[config.mk]
export PLATFORM = sky130hd
export DESIGN_NAME = rf_wport_arbiter
export DESIGN_NICKNAME = d
export VERILOG_FILES = /design/src/rtl/rf_wport_arbiter.sv
export SDC_FILE = /design/constraint.sdc
export NUM_CORES = 1
export LEC_CHECK = 0
export ABC_AREA = 1
export CELL_PAD_IN_SITES_DETAIL_PLACEMENT = 1
export CELL_PAD_IN_SITES_GLOBAL_PLACEMENT = 1
export CORE_ASPECT_RATIO = 0.75
export CORE_MARGIN = 1
export CORE_UTILIZATION = 36
export CTS_BUF_LIST = sky130_fd_sc_hd__clkbuf_2
export DETAILED_ROUTE_END_ITERATION = 7
export PLACE_DENSITY = 0.67
export SLEW_MARGIN = 10
export SYNTH_ARGS = -nofsm -noshare
export SYNTH_HDL_FRONTEND = slang
export SYNTH_SLANG_ARGS = --single-unit
[constraint.sdc]
create_clock -name clk -period 4.75 [get_ports clk]
set_clock_uncertainty 0.2 [all_clocks]
set_input_delay 0.475 -clock clk [delete_from_list [all_inputs] [get_ports clk]]
set_output_delay 0.475 -clock clk [all_outputs]
set_load 0.03 [all_outputs]
[src/rtl/rf_wport_arbiter.sv]
// rf_wport_arbiter: owns the single register-file write port.
// Merges pipeline WB writes with queued long-latency results and
// tracks which registers still wait for such a result.
//
// Ports
//   clk, rst           clock, synchronous active-high reset
//   wb_we/waddr/wdata  pipeline WB write (top priority)
//   iss_valid/waddr    LLU op issued; marks its destination pending
//   llu_valid/ready    LLU result handshake (ready = FIFO not full)
//   llu_waddr/wdata    LLU result payload
//   id_raddr1/2        ID-stage sources checked against pending
//   id_waddr, id_we    ID-stage destination (WAW check)
//   rf_we/waddr/wdata  register file write port
//   id_stall           hold ID on a pending register hazard
//   starve_stall       request a WB bubble so the FIFO head can drain
//   err                sticky protocol error
module rf_wport_arbiter #(
    parameter int DEPTH    = 4,
    parameter int PTR_W    = 2,
    parameter int MAX_WAIT = 8
) (
    input  logic        clk,
    input  logic        rst,
    input  logic        wb_we,
    input  logic [4:0]  wb_waddr,
    input  logic [31:0] wb_wdata,
    input  logic        iss_valid,
    input  logic [4:0]  iss_waddr,
    input  logic        llu_valid,
    output logic        llu_ready,
    input  logic [4:0]  llu_waddr,
    input  logic [31:0] llu_wdata,
    input  logic [4:0]  id_raddr1,
    input  logic [4:0]  id_raddr2,
    input  logic [4:0]  id_waddr,
    input  logic        id_we,
    output logic        rf_we,
    output logic [4:0]  rf_waddr,
    output logic [31:0] rf_wdata,
    output logic        id_stall,
    output logic        starve_stall,
    output logic        err
);

    localparam int CNT_W = (MAX_WAIT > 1) ? $clog2(MAX_WAIT) : 1;
    localparam logic [CNT_W-1:0] WAIT_LAST = CNT_W'(MAX_WAIT - 1);

    localparam logic [1:0] ST_IDLE   = 2'd0;
    localparam logic [1:0] ST_WAIT   = 2'd1;
    localparam logic [1:0] ST_STARVE = 2'd2;

    // FIFO storage and pointers (one extra MSB for full/empty)
    logic [4:0]       fifo_addr [DEPTH];
    logic [31:0]      fifo_data [DEPTH];
    logic [PTR_W:0]   wr_ptr;
    logic [PTR_W:0]   rd_ptr;
    logic [PTR_W:0]   wr_ptr_nxt;
    logic [PTR_W:0]   rd_ptr_nxt;

    logic             full;
    logic             empty;
    logic             empty_nxt;
    logic [4:0]       head_addr;
    logic [31:0]      head_data;

    logic             wb_free;
    logic             push;
    logic             push_store;
    logic             pop;

    // Scoreboard
    logic [31:0]      pending;
    logic [31:0]      pending_nxt;
    logic [31:0]      set_vec;
    logic [31:0]      clr_vec;
    logic             iss_set;

    // Error detection
    logic             err_q;
    logic             err_iss;
    logic             err_llu;
    logic             err_full;

    // Starvation FSM
    logic [1:0]       state;
    logic [1:0]       state_nxt;
    logic [CNT_W-1:0] wait_cnt;
    logic [CNT_W-1:0] wait_cnt_nxt;

    // ------------------------------------------------------------
    // FIFO status
    // ------------------------------------------------------------
    assign empty = (wr_ptr == rd_ptr);
    assign full  = (wr_ptr[PTR_W] != rd_ptr[PTR_W]) &&
                   (wr_ptr[PTR_W-1:0] == rd_ptr[PTR_W-1:0]);

    assign head_addr = fifo_addr[rd_ptr[PTR_W-1:0]];
    assign head_data = fifo_data[rd_ptr[PTR_W-1:0]];

    // A WB write to r0 is a no-op, so its slot can carry a queued result.
    assign wb_free = !wb_we || (wb_waddr == 5'd0);

    // Ready never takes credit for a same-cycle pop.
    assign llu_ready  = !rst && !full;
    assign push       = llu_valid && llu_ready;
    // Results for r0 are acknowledged but never stored.
    assign push_store = push && (llu_waddr != 5'd0);
    assign pop        = !rst && wb_free && !empty;

    assign wr_ptr_nxt = wr_ptr + {{PTR_W{1'b0}}, push_store};
    assign rd_ptr_nxt = rd_ptr + {{PTR_W{1'b0}}, pop};
    assign empty_nxt  = (wr_ptr_nxt == rd_ptr_nxt);

    // ------------------------------------------------------------
    // Write port mux
    // ------------------------------------------------------------
    always_comb begin
        rf_we    = 1'b0;
        rf_waddr = 5'd0;
        rf_wdata = 32'd0;
        if (!rst) begin
            if (!wb_free) begin
                rf_we    = 1'b1;
                rf_waddr = wb_waddr;
                rf_wdata = wb_wdata;
            end else if (!empty) begin
                rf_we    = 1'b1;
                rf_waddr = head_addr;
                rf_wdata = head_data;
            end
        end
    end

    // ------------------------------------------------------------
    // Scoreboard: set applied after clear so a same-register
    // issue survives the retirement of the previous result.
    // ------------------------------------------------------------
    assign iss_set = iss_valid && (iss_waddr != 5'd0);
    assign set_vec = iss_set ? (32'd1 << iss_waddr) : 32'd0;
    assign clr_vec = pop ? (32'd1 << head_addr) : 32'd0;

    assign pending_nxt = ((pending & ~clr_vec) | set_vec) & ~32'd1;

    assign id_stall = !rst &&
                      (pending[id_raddr1] |
                       pending[id_raddr2] |
                       (id_we & pending[id_waddr]));

    // ------------------------------------------------------------
    // Protocol error sources
    // ------------------------------------------------------------
    assign err_iss  = iss_set && pending[iss_waddr] &&
                      !(pop && (head_addr == iss_waddr));
    assign err_llu  = llu_valid && (llu_waddr != 5'd0) &&
                      !pending[llu_waddr];
    assign err_full = llu_valid && full;

    assign err = err_q;

    // ------------------------------------------------------------
    // Starvation FSM: counts cycles the current head has waited.
    // ------------------------------------------------------------
    always_comb begin
        state_nxt    = state;
        wait_cnt_nxt = wait_cnt;
        case (state)
            ST_IDLE: begin
                wait_cnt_nxt = '0;
                if (push_store) begin
                    state_nxt = ST_WAIT;
                end
            end
            ST_WAIT: begin
                if (empty_nxt) begin
                    state_nxt    = ST_IDLE;
                    wait_cnt_nxt = '0;
                end else if (pop) begin
                    wait_cnt_nxt = '0;
                end else if (wait_cnt == WAIT_LAST) begin
                    state_nxt = ST_STARVE;
                end else begin
                    wait_cnt_nxt = wait_cnt + 1'b1;
                end
            end
            ST_STARVE: begin
                if (empty_nxt) begin
                    state_nxt    = ST_IDLE;
                    wait_cnt_nxt = '0;
                end else if (pop) begin
                    state_nxt    = ST_WAIT;
                    wait_cnt_nxt = '0;
                end
            end
            default: begin
                state_nxt    = ST_IDLE;
                wait_cnt_nxt = '0;
            end
        endcase
    end

    assign starve_stall = !rst && (state == ST_STARVE);

    // ------------------------------------------------------------
    // State registers
    // ------------------------------------------------------------
    always_ff @(posedge clk) begin
        if (rst) begin
            wr_ptr   <= '0;
            rd_ptr   <= '0;
            pending  <= 32'd0;
            err_q    <= 1'b0;
            state    <= ST_IDLE;
            wait_cnt <= '0;
        end else begin
            wr_ptr   <= wr_ptr_nxt;
            rd_ptr   <= rd_ptr_nxt;
            pending  <= pending_nxt;
            err_q    <= err_q | err_iss | err_llu | err_full;
            state    <= state_nxt;
            wait_cnt <= wait_cnt_nxt;
        end
    end

    // Payload storage needs no reset; pointers qualify it.
    always_ff @(posedge clk) begin
        if (!rst && push_store) begin
            fifo_addr[wr_ptr[PTR_W-1:0]] <= llu_waddr;
            fifo_data[wr_ptr[PTR_W-1:0]] <= llu_wdata;
        end
    end

endmodule

[After elaboration in Yosys (flattened, before gate mapping)]
Memories as Yosys holds them, arrays and structs flattened. A register that Yosys moved wholly into a read port is not among the register bits.
Cells that the tools add are included.
Cells by class
  eq/ne operators: 13
  $lt $le $gt $ge: 5
  divide/modulo/power cells: 0
  multiplexer cells: 38
  multipliers: 0
  reduce and logical (&&, ||, !) cells: 29
  bitwise operators: 9
  $add $sub $neg: 3
  shifts and indexed selects: 2
Operators with widths (count)
  32-bit 2-to-1 mux: 5
  1-bit by 5-bit left shift with 32-bit output, first input constant: 2
  32-bit bitwise AND: 1
  32-bit NOT: 1
  32-bit OR: 1
  5-bit by 6-bit < comparator with 1-bit output, second input constant: 5
  1-bit binary-select mux with 5-bit select: 5
  1-bit logical AND: 16
  2-bit 2-to-1 mux: 8
  3-bit 2-to-1 mux: 5
  5-bit 2-to-1 mux: 3
  1-bit 2-to-1 mux: 10
  5-bit nonzero test: 2
  3-bit inequality test, second input constant: 3
  3-bit by 1-bit adder with 3-bit output: 2
  3-bit equality test: 2
  1-bit logical NOT: 6
  2-bit one-hot mux with 3 select lines: 1
  3-bit one-hot mux with 2 select lines: 1
  5-bit equality test: 1
  5-bit logical NOT: 1
  1-bit OR: 5
  4-bit inequality test, second input constant: 1
  4-bit AND reduction: 1
  other kinds (11): 11
Storage, ports and cells
  word-level logic and storage cells: 108
  output and inout bits: 42
  register bits: 44
  memory bits (writable): 148
  memories kept: 2
  input port bits: 100
  bits in latches: 0
  ROM bits: 0
Memories
  fifo_data: depth 4, width 32, rd ports 1, clocked after memory_dff 1, write ports 1, RTL line 54  | logic [31:0] fifo_data [DEPTH];
  fifo_addr: depth 4, width 5, rd ports 1, clocked after memory_dff 1, write ports 1, RTL line 53  | logic [4:0] fifo_addr [DEPTH];

[Longest topological paths before layout]
Gate-level depths: netlist of the first run.
  word-level depth: 10
  depth in mapped cells: 19
  depth with buffers taken out: 19

[Worst setup path before layout of the first run]
No wires, ideal clock.
  kind: input -> register
  start: input port rst
  end: memory fifo_addr[2][0], enable pin
  buffers on the path: 1
  data required time: 4.072 ns
  stages on the path: 6
  slack: 0.232 ns
  arrival time: 3.841 ns
  library setup time: 0.478 ns
  cells stage by stage: buf_2 -> inv_1 -> nand2_1 -> inv_1 -> nand2_1 -> nor3_1
On the way
  cells in the longest elaborated chain, start to end: 7
RTL lines
  start, declared: RTL line 23  | input logic rst,
  1-bit logical NOT: RTL line 104  | assign llu_ready = !rst && !full;
  1-bit logical AND: RTL line 104
  via llu_ready: RTL line 30  | output logic llu_ready,
  1-bit logical AND: RTL line 105  | assign push = llu_valid && llu_ready;
  1-bit logical AND: RTL line 107  | assign push_store = push && (llu_waddr != 5'd0);
  1-bit logical AND: RTL line 226  | if (!rst && push_store) begin
  1-bit 2-to-1 mux: RTL line 226
  1-bit 2-to-1 mux (not written as such): RTL line 227  | fifo_addr[wr_ptr[PTR_W-1:0]] <= llu_waddr;
  end, declared: RTL line 53
The timed path passes the listed nets, and every way through them passes these cells.

[Worst setup path in the final report of the first run]
  start: register rd_ptr[0]
  end: output port rf_waddr[1]
On the way
  cells in the longest elaborated chain, start to end: 4
RTL lines
  start, declared: RTL line 56  | logic [PTR_W:0] rd_ptr;
  start signal, assigned: RTL line 216  | rd_ptr <= rd_ptr_nxt;
  3-bit equality test: RTL line 93  | assign empty = (wr_ptr == rd_ptr);
  5-bit 2-to-1 mux: RTL line 126  | end else if (!empty) begin
  5-bit 2-to-1 mux: RTL line 122  | if (!wb_free) begin
  5-bit 2-to-1 mux: RTL line 121  | if (!rst) begin
  end, declared: RTL line 38  | output logic [4:0] rf_waddr,
No other way between the ends.

==> results_dict.tcl, run 1 <==
set metrics [dict create \
    netlist_instances 1109 \
    worstPathCellList "inv_2 > buf_4 > nand2_1 > nand3_4 > nand2_4 > o21ai_0 > clkdlybuf4s50_1" \
    cts_made_buffers 17 \
    total_leakage_power_nw 4.344 \
    min_delay_path_depth 1 \
    max_slew_margin_pct 44.21 \
    timing.max_cap.violations 0 \
    yosys.area.top_type "sky130_fd_sc_hd__edfxtp_1" \
    required_ns 4.07 \
    layout-area-overhead-vs-synth_pct 18.94 \
    routed_wirelength_um 32300 \
    critical_path.slowest_cell "sky130_fd_sc_hd__clkdlybuf4s50_1" \
    setup-tns-final_ns 0 \
    placed_cells_incl_taps 1559 \
    drtPass1Iterations 8 \
    grt_setup_unrepaired "false" \
    wl_met3_um 1833 \
    hpwlAfterDp_um 22750 \
    layout-drive-gt1-share_pct 10.85 \
    grt_pass1_vias 8533 \
    cts_max_level 4 \
    worst_pin_slew_ns 0.8342 \
    power_density_nw_per_um2 272.6 \
    port-buffer-count 141 \
    fp-row-count 52 \
    yosysWarnings 0 \
    topRoutingLayerUsed "met4" \
    clock.fmax_ghz 0.2323 \
    critical-path-max-stage-delay_ns 0.76 \
    crit_path_start_kind "flop" \
    synth.net_count 1215 \
    mean_routed_wirelength_per_cell_um 20.24 \
    async_flop_share_pct 0 \
    violated_checks "design-rule violations" \
    cts.repair_timing.setup_buffer_count 0 \
    timing.final.setup_violations 0 \
    most_instantiated_flip_flop_cell_in_the_synthesis_netlist "sky130_fd_sc_hd__edfxtp_1" \
    fp.dieW_um 193.2 \
    floorplan.initialDensity_pct 36.64 \
    clock_insertion_delay_worst_skew_ns 0.78 \
    die_height_um 145.4 \
    dr.first_iter.drc_count 638 \
    floorplan.core_area_sq_um 26940 \
    synth_enable_flop_cells 148 \
    grt_use_total_pct 23.40 \
    dpl_worst_slack_ns 0.9441 \
    report.final.slew_viol_count 0 \
    postSynthRegisterBits 191 \
    tritoncts_clock_tree "yes" \
    timing_worst_setup_path_type "reg2out" \
    met2_wirelength_um 14040 \
    num_vias 8664 \
    synth_area_per_cell_sq_um 8.898 \
    synth_top_cells_by_area "sky130_fd_sc_hd__edfxtp_1 45%, sky130_fd_sc_hd__dfxtp_1 8.7%, sky130_fd_sc_hd__nand2_1 7.3%, sky130_fd_sc_hd__nand3_1 6.4%, sky130_fd_sc_hd__o21ai_0 5.2%" \
    critical_path_peak_fanout 74 \
    stdcell_count 1596 \
    maximum_number_of_pins_on_one_net_before_global_route_repair 75 \
    utilization_pct 43.58 \
    drt-vias-per-instance 5.429 \
    critical_path.endpoint_type "output port" \
    path_clk_slew_ns 0.30 \
    run_status "complete, but fails checks" \
    setup_ws_ns 0.4453 \
    critical_path_arrival_ns 3.63 \
    detailed_place.area_sq_um 11480 \
    final_nets 1337 \
    synth_common_cells "193 x sky130_fd_sc_hd__nand2_1, 148 x sky130_fd_sc_hd__edfxtp_1, 127 x sky130_fd_sc_hd__nand3_1" \
    fin_crit_ns 4.305 \
    layout.cell_area.non_filler_sq_um 11740 \
    antenna_found_initial 1 \
    synthDistinctLibCells 38 \
    netlist_area_sq_um 9868 \
    synth_top_area_share_pct 45.04 \
    ant_nets 0 \
    hp-class "in2reg" \
    cts.sinks 191 \
    seq_area_frac_synth_pct 53.76 \
    wire_length_of_the_first_global_routing_pass_um 49520 \
    m1WireLength_um 16190 \
    cell_with_the_most_instances_after_synthesis "sky130_fd_sc_hd__nand2_1" \
    clk_path_buf_depth 2 \
    layout_worst_path_cycle_share_pct 90.63 \
    worstRegToRegCells 18 \
    top_level_ports 142 \
    report.final.hold_viol_count 0 \
    drt_drc_violations_left 4 \
    clk_root_buffer_cell "sky130_fd_sc_hd__clkbuf_2" \
    gr-total-overflow 0 \
    die_area_sq_um 28080 \
    gpl.final_weighted_congestion 0.8955 \
    power.ir.vdd_worst_mv 0.1697 \
]
-- state kept, by name (all words and copies together) (netlist names) --
| signal | count |
|---|---|
| fifo_addr | 20 |
| wait_cnt | 3 |
| rd_ptr | 3 |
| err | 1 |
| pending | 31 |
| fifo_data | 128 |
| state | 2 |
| wr_ptr | 3 |
-- area by class of cell --
type / count / area, sq um
well taps: 351 / 439.2
clock inverters: 14 / 125.1
clock buffers: 18 / 90.09
diodes: 1 / 2.502
multi-input cells: 773 / 3941
flip-flops and latches: 191 / 5306
fillers: 3197 / 15200
repair buffers: 165 / 1521
inverters: 83 / 311.5
-- cell families (layout without fill, tap and decap cells) --
logic type	Yosys count	in the layout	synth area share [%]
XOR/XNOR	4	4	0.3551
AO/OA/AOI/OAI	269	269	15.75
other	0	1	0
AND/OR/NAND/NOR	494	494	22.82
buffers and inverters	145	280	6.555
flip-flops	191	191	53.76
adder cells (fa/ha/maj)	6	6	0.7607
-- metrics by stage --
stage / power [mW] / hold slack (ns)
2_1_floorplan: 2.224 / 0.2618
3_3_place_gp: 2.459 / 0.3014
3_5_place_dp: 2.466 / 0.2944
4_1_cts: 3.225 / 0.002084
5_1_grt: 3.345 / 0.001894
6_report: 3.199 / 0.07702
-- per-layer routing --
layer / up-vias / track usage (%)
li1: 4117 / -
met1: 4299 / 36.05
met2: 224 / 34.14
met3: 24 / 4.509
met4: 0 / 4.141
met5: - / 0
-- worst max-delay path: cells and delay by family, from the launching register on --
kind / cells / cell delay, ns
buffers and inverters: 3 / 1.48
DFF: 1 / 0.52
and+or+nand+nor: 3 / 0.47
AOI/OAI and AO/OA: 1 / 0.37
-- cell usage in the layout, fill, tap and decap left out, drive strengths merged --
cell           Yosys  routed
a21oi             60      60
a22o              32      32
a31oi              1       1
buf               34      52
clkbuf            28      18
clkdlybuf4s50      0     109
clkinv             1       7
dfxtp             43      43
diode              0       1
dlygate4sd3        0       4
edfxtp           148     148
ha                 6       6
inv               82      90
nand2            207     207
nand3            140     140
nand3b             2       2
nand4              4       4
nor2             134     134
nor3               7       7
o211ai            11      11
o21ai            133     133
o22ai             32      32
xnor2              3       3
xor2               1       1
-- power breakdown --
group          total (mW)  switching, mW  internal [mW]
clock network       0.764          0.601          0.163
registers            1.86         0.0230           1.84
logic               0.575          0.360          0.215
total                3.20          0.984           2.21
-- what timing repair did --
| item | in CTS | in global routing |
|---|---|---|
| gates resized for setup | 0 | 0 |
| endpoints found under the hold margin | 6 | 5 |
| hold buffers | 2 | 2 |
-- final timing paths --
kind	from	to	slack (ns)
max reg2reg	rd_ptr[1]	wait_cnt[2]	1.36
min reg2reg	wait_cnt[2]	wait_cnt[2]	0.32
max	rd_ptr[0]	rf_waddr[1]	0.45
min	llu_wdata[16]	fifo_data[2][16]	0.08
(Power assumes the default switching activity.)
==> inputs of run 2 (changes only) <==
==> constraint.sdc (replaced) <==
create_clock -name clk -period 4.75 [get_ports clk]
set_clock_uncertainty 0.2 [all_clocks]
set_input_delay 1.425 -clock clk [delete_from_list [all_inputs] [get_ports clk]]
set_output_delay 1.425 -clock clk [all_outputs]
set_load 0.03 [all_outputs]
==> run 2 against run 1 <==
The flow now finishes without violations. Wire length is 5.9% higher. Largest power group unchanged. Die area stayed put. Cell area is 4.5% higher. Critical path type is now in2out. Via count is 2.5% higher. Global-route usage is 1.1 points higher.
==> results_dict.tcl, run 2 (synthesis results as in run 1) <==
set metrics [dict create \
    run_status "completed" \
    power.ir.vdd_worst_mv 0.1741 \
    cts_made_buffers 17 \
    critical_path_peak_fanout 6 \
    drtPass1Iterations 7 \
    placed_cells_incl_taps 1588 \
    layout.cells.most_common_list "191 x sky130_fd_sc_hd__nand2_1, 148 x sky130_fd_sc_hd__edfxtp_1, 127 x sky130_fd_sc_hd__nand3_1, 124 x sky130_fd_sc_hd__nor2_1, 101 x sky130_fd_sc_hd__o21ai_0" \
    die_height_um 145.4 \
    timing.critical_path.from "wb_waddr[1]" \
    crit_top_cell "sky130_fd_sc_hd__buf_12" \
    regToRegStartpoint "rd_ptr[1]" \
    drt-vias-per-instance 5.459 \
    report.final.slew_viol_count 0 \
    num_vias 8877 \
    r2r_slack_ns 1.25 \
    critical_path.slowest_cell "sky130_fd_sc_hd__clkdlybuf4s50_1" \
    floorplan.initialDensity_pct 36.64 \
    power_density_nw_per_um2 277.7 \
    fin_crit_ns 4.694 \
    layout.cells.most_common "sky130_fd_sc_hd__nand2_1" \
    finalHoldWorstSlack_ns 0.3269 \
    critical_path_arrival_ns 3.07 \
    crit_path_start_kind "input port" \
    clock.fmax_ghz 0.2130 \
    layout.cell_area.non_filler_sq_um 12270 \
    worst_pin_slew_ns 0.7372 \
    grt_use_total_pct 24.49 \
    grt_pass1_vias 8949 \
    stdcell_count 1626 \
    timing.final.setup_violations 0 \
    timing_endpoint_of_the_critical_path "rf_wdata[16]" \
    detailed_place.area_sq_um 11810 \
    reg2reg_to "wait_cnt[0]" \
    die_area_sq_um 28080 \
    report.final.hold_viol_count 0 \
    layout-area-overhead-vs-synth_pct 24.33 \
    tritoncts_clock_tree "yes" \
    timing.max_cap.violations 0 \
    dr.first_iter.drc_count 704 \
    top_level_ports 142 \
    path_clk_slew_ns 0.29 \
    fp.dieW_um 193.2 \
    clk_path_buf_depth 2 \
    worstPathCellList "clkdlybuf4s50_1 > nor2_1 > nand3b_1 > nand2_2 > buf_6 > nor2_4 > buf_12 > buf_12 > a22o_1 > buf_4" \
    antenna_found_initial 2 \
    total_leakage_power_nw 4.647 \
    required_ns 3.12 \
    timing_worst_setup_path_type "in2out" \
    worstRegToRegCells 19 \
    cts-hold-fix-buffers 0 \
    grt_setup_unrepaired "true" \
    setup-tns-final_ns 0 \
    final_nets 1366 \
    cts_max_level 4 \
    gr-total-overflow 0 \
    routed_wirelength_um 34200 \
    max_slew_margin_pct 50.85 \
    floorplan.core_area_sq_um 26940 \
    hpwlAfterDp_um 23940 \
    critical-path-max-stage-delay_ns 0.42 \
    critical_path.endpoint_type "output port" \
    layout-drive-gt1-share_pct 14.30 \
    ant_nets 0 \
    fp-row-count 52 \
    cts.sinks 191 \
    layout_worst_path_cycle_share_pct 98.82 \
    mean_routed_wirelength_per_cell_um 21.04 \
    hp-class "reg2reg" \
    drt_drc_violations_left 0 \
    wire_length_of_the_first_global_routing_pass_um 51660 \
    gpl.final_weighted_congestion 0.8986 \
    clk_root_buffer_cell "sky130_fd_sc_hd__clkbuf_2" \
    port-buffer-count 141 \
    maximum_number_of_pins_on_one_net_before_global_route_repair 69 \
    flip_flop_count_of_the_largest_register_all_copies_and_words_added 128 \
    clock_insertion_delay_worst_skew_ns 0.84 \
]
==> run 2: cell count changes in the layout (fill, tap and decap cells not counted), moves of 3 or more <==
cell	delta
sky130_fd_sc_hd__clkinv_8	+5
sky130_fd_sc_hd__clkdlybuf4s50_1	-17
sky130_fd_sc_hd__buf_6	+10
sky130_fd_sc_hd__dlymetal6s2s_1	+5
sky130_fd_sc_hd__dlygate4sd2_1	+3
sky130_fd_sc_hd__buf_4	+16
sky130_fd_sc_hd__dlygate4sd3_1	-4
sky130_fd_sc_hd__buf_12	+13
sky130_fd_sc_hd__clkinv_4	-3
==> run 2: metrics by stage <==
step	setup WS (ns)	utilization (%)	power [mW]
6_report	0.05591	45.55	3.407
3_5_place_dp	-0.2494	43.85	2.502
3_3_place_gp	-0.1873	43.85	2.494
4_1_cts	-0.001821	45.16	3.419
5_1_grt	-0.02764	45.55	3.546
2_1_floorplan	-0.7184	-	2.224
==> run 2: worst max-delay path: cells and delay by family <==
family	cells	cell delay [ns]
compound gates	1	0.24
buf+inv	5	1.00
simple gates	4	0.39
==> run 2: how the worst min path moves through the flow <==
stage / from / endpoint / slack [ns] / cells after the start
after floorplan: wait_cnt[2] / wait_cnt[2] / 0.26 / 2
after global routing: wait_cnt[2] / wait_cnt[2] / 0.35 / 2
final: wait_cnt[2] / wait_cnt[2] / 0.33 / 2
after global placement: wait_cnt[2] / wait_cnt[2] / 0.29 / 2
after CTS: wait_cnt[2] / wait_cnt[2] / 0.33 / 2
after detailed placement: wait_cnt[2] / wait_cnt[2] / 0.31 / 2
==> run 2: what timing repair did <==
item	CTS	global route
endpoints found under the setup margin	38	25
setup buffers	1	1
gates cloned	1	2
resized for setup	8	21
pin swaps	2	4
==> run 2: area by class of cell <==
type,instances,area [sq um]
Fill cell,3178,14670
Sequential cell,191,5306
Multi-Input combinational cell,773,3954
Timing Repair Buffer,194,1958
Tap cell,351,439.2
Inverter,83,311.5
Clock inverter,15,210.2
Clock buffer,17,85.08
Antenna cell,2,5.005
==> run 2: per-layer routing <==
layer	up-vias	wire length, um	share of wire [%]	GRT usage, %
li1	4177	-	-	-
met2	253	14730	43	35.82
met4	0	625	1.8	6.875
met1	4409	16820	49	36.43
met5	-	0	0	0
met3	38	2029	5.9	5.064
==> run 2: power breakdown <==
group | internal (mW) | switching [mW] | total [mW]
Clock | 0.210 | 0.706 | 0.916
Combinational | 0.251 | 0.382 | 0.633
Sequential | 1.84 | 0.0204 | 1.86
==> inputs of run 3 (changes only) <==
CAP_MARGIN = 20   (was default)
==> results of run 3 <==
Final layout, timing and power as in run 2 (identical DEF).
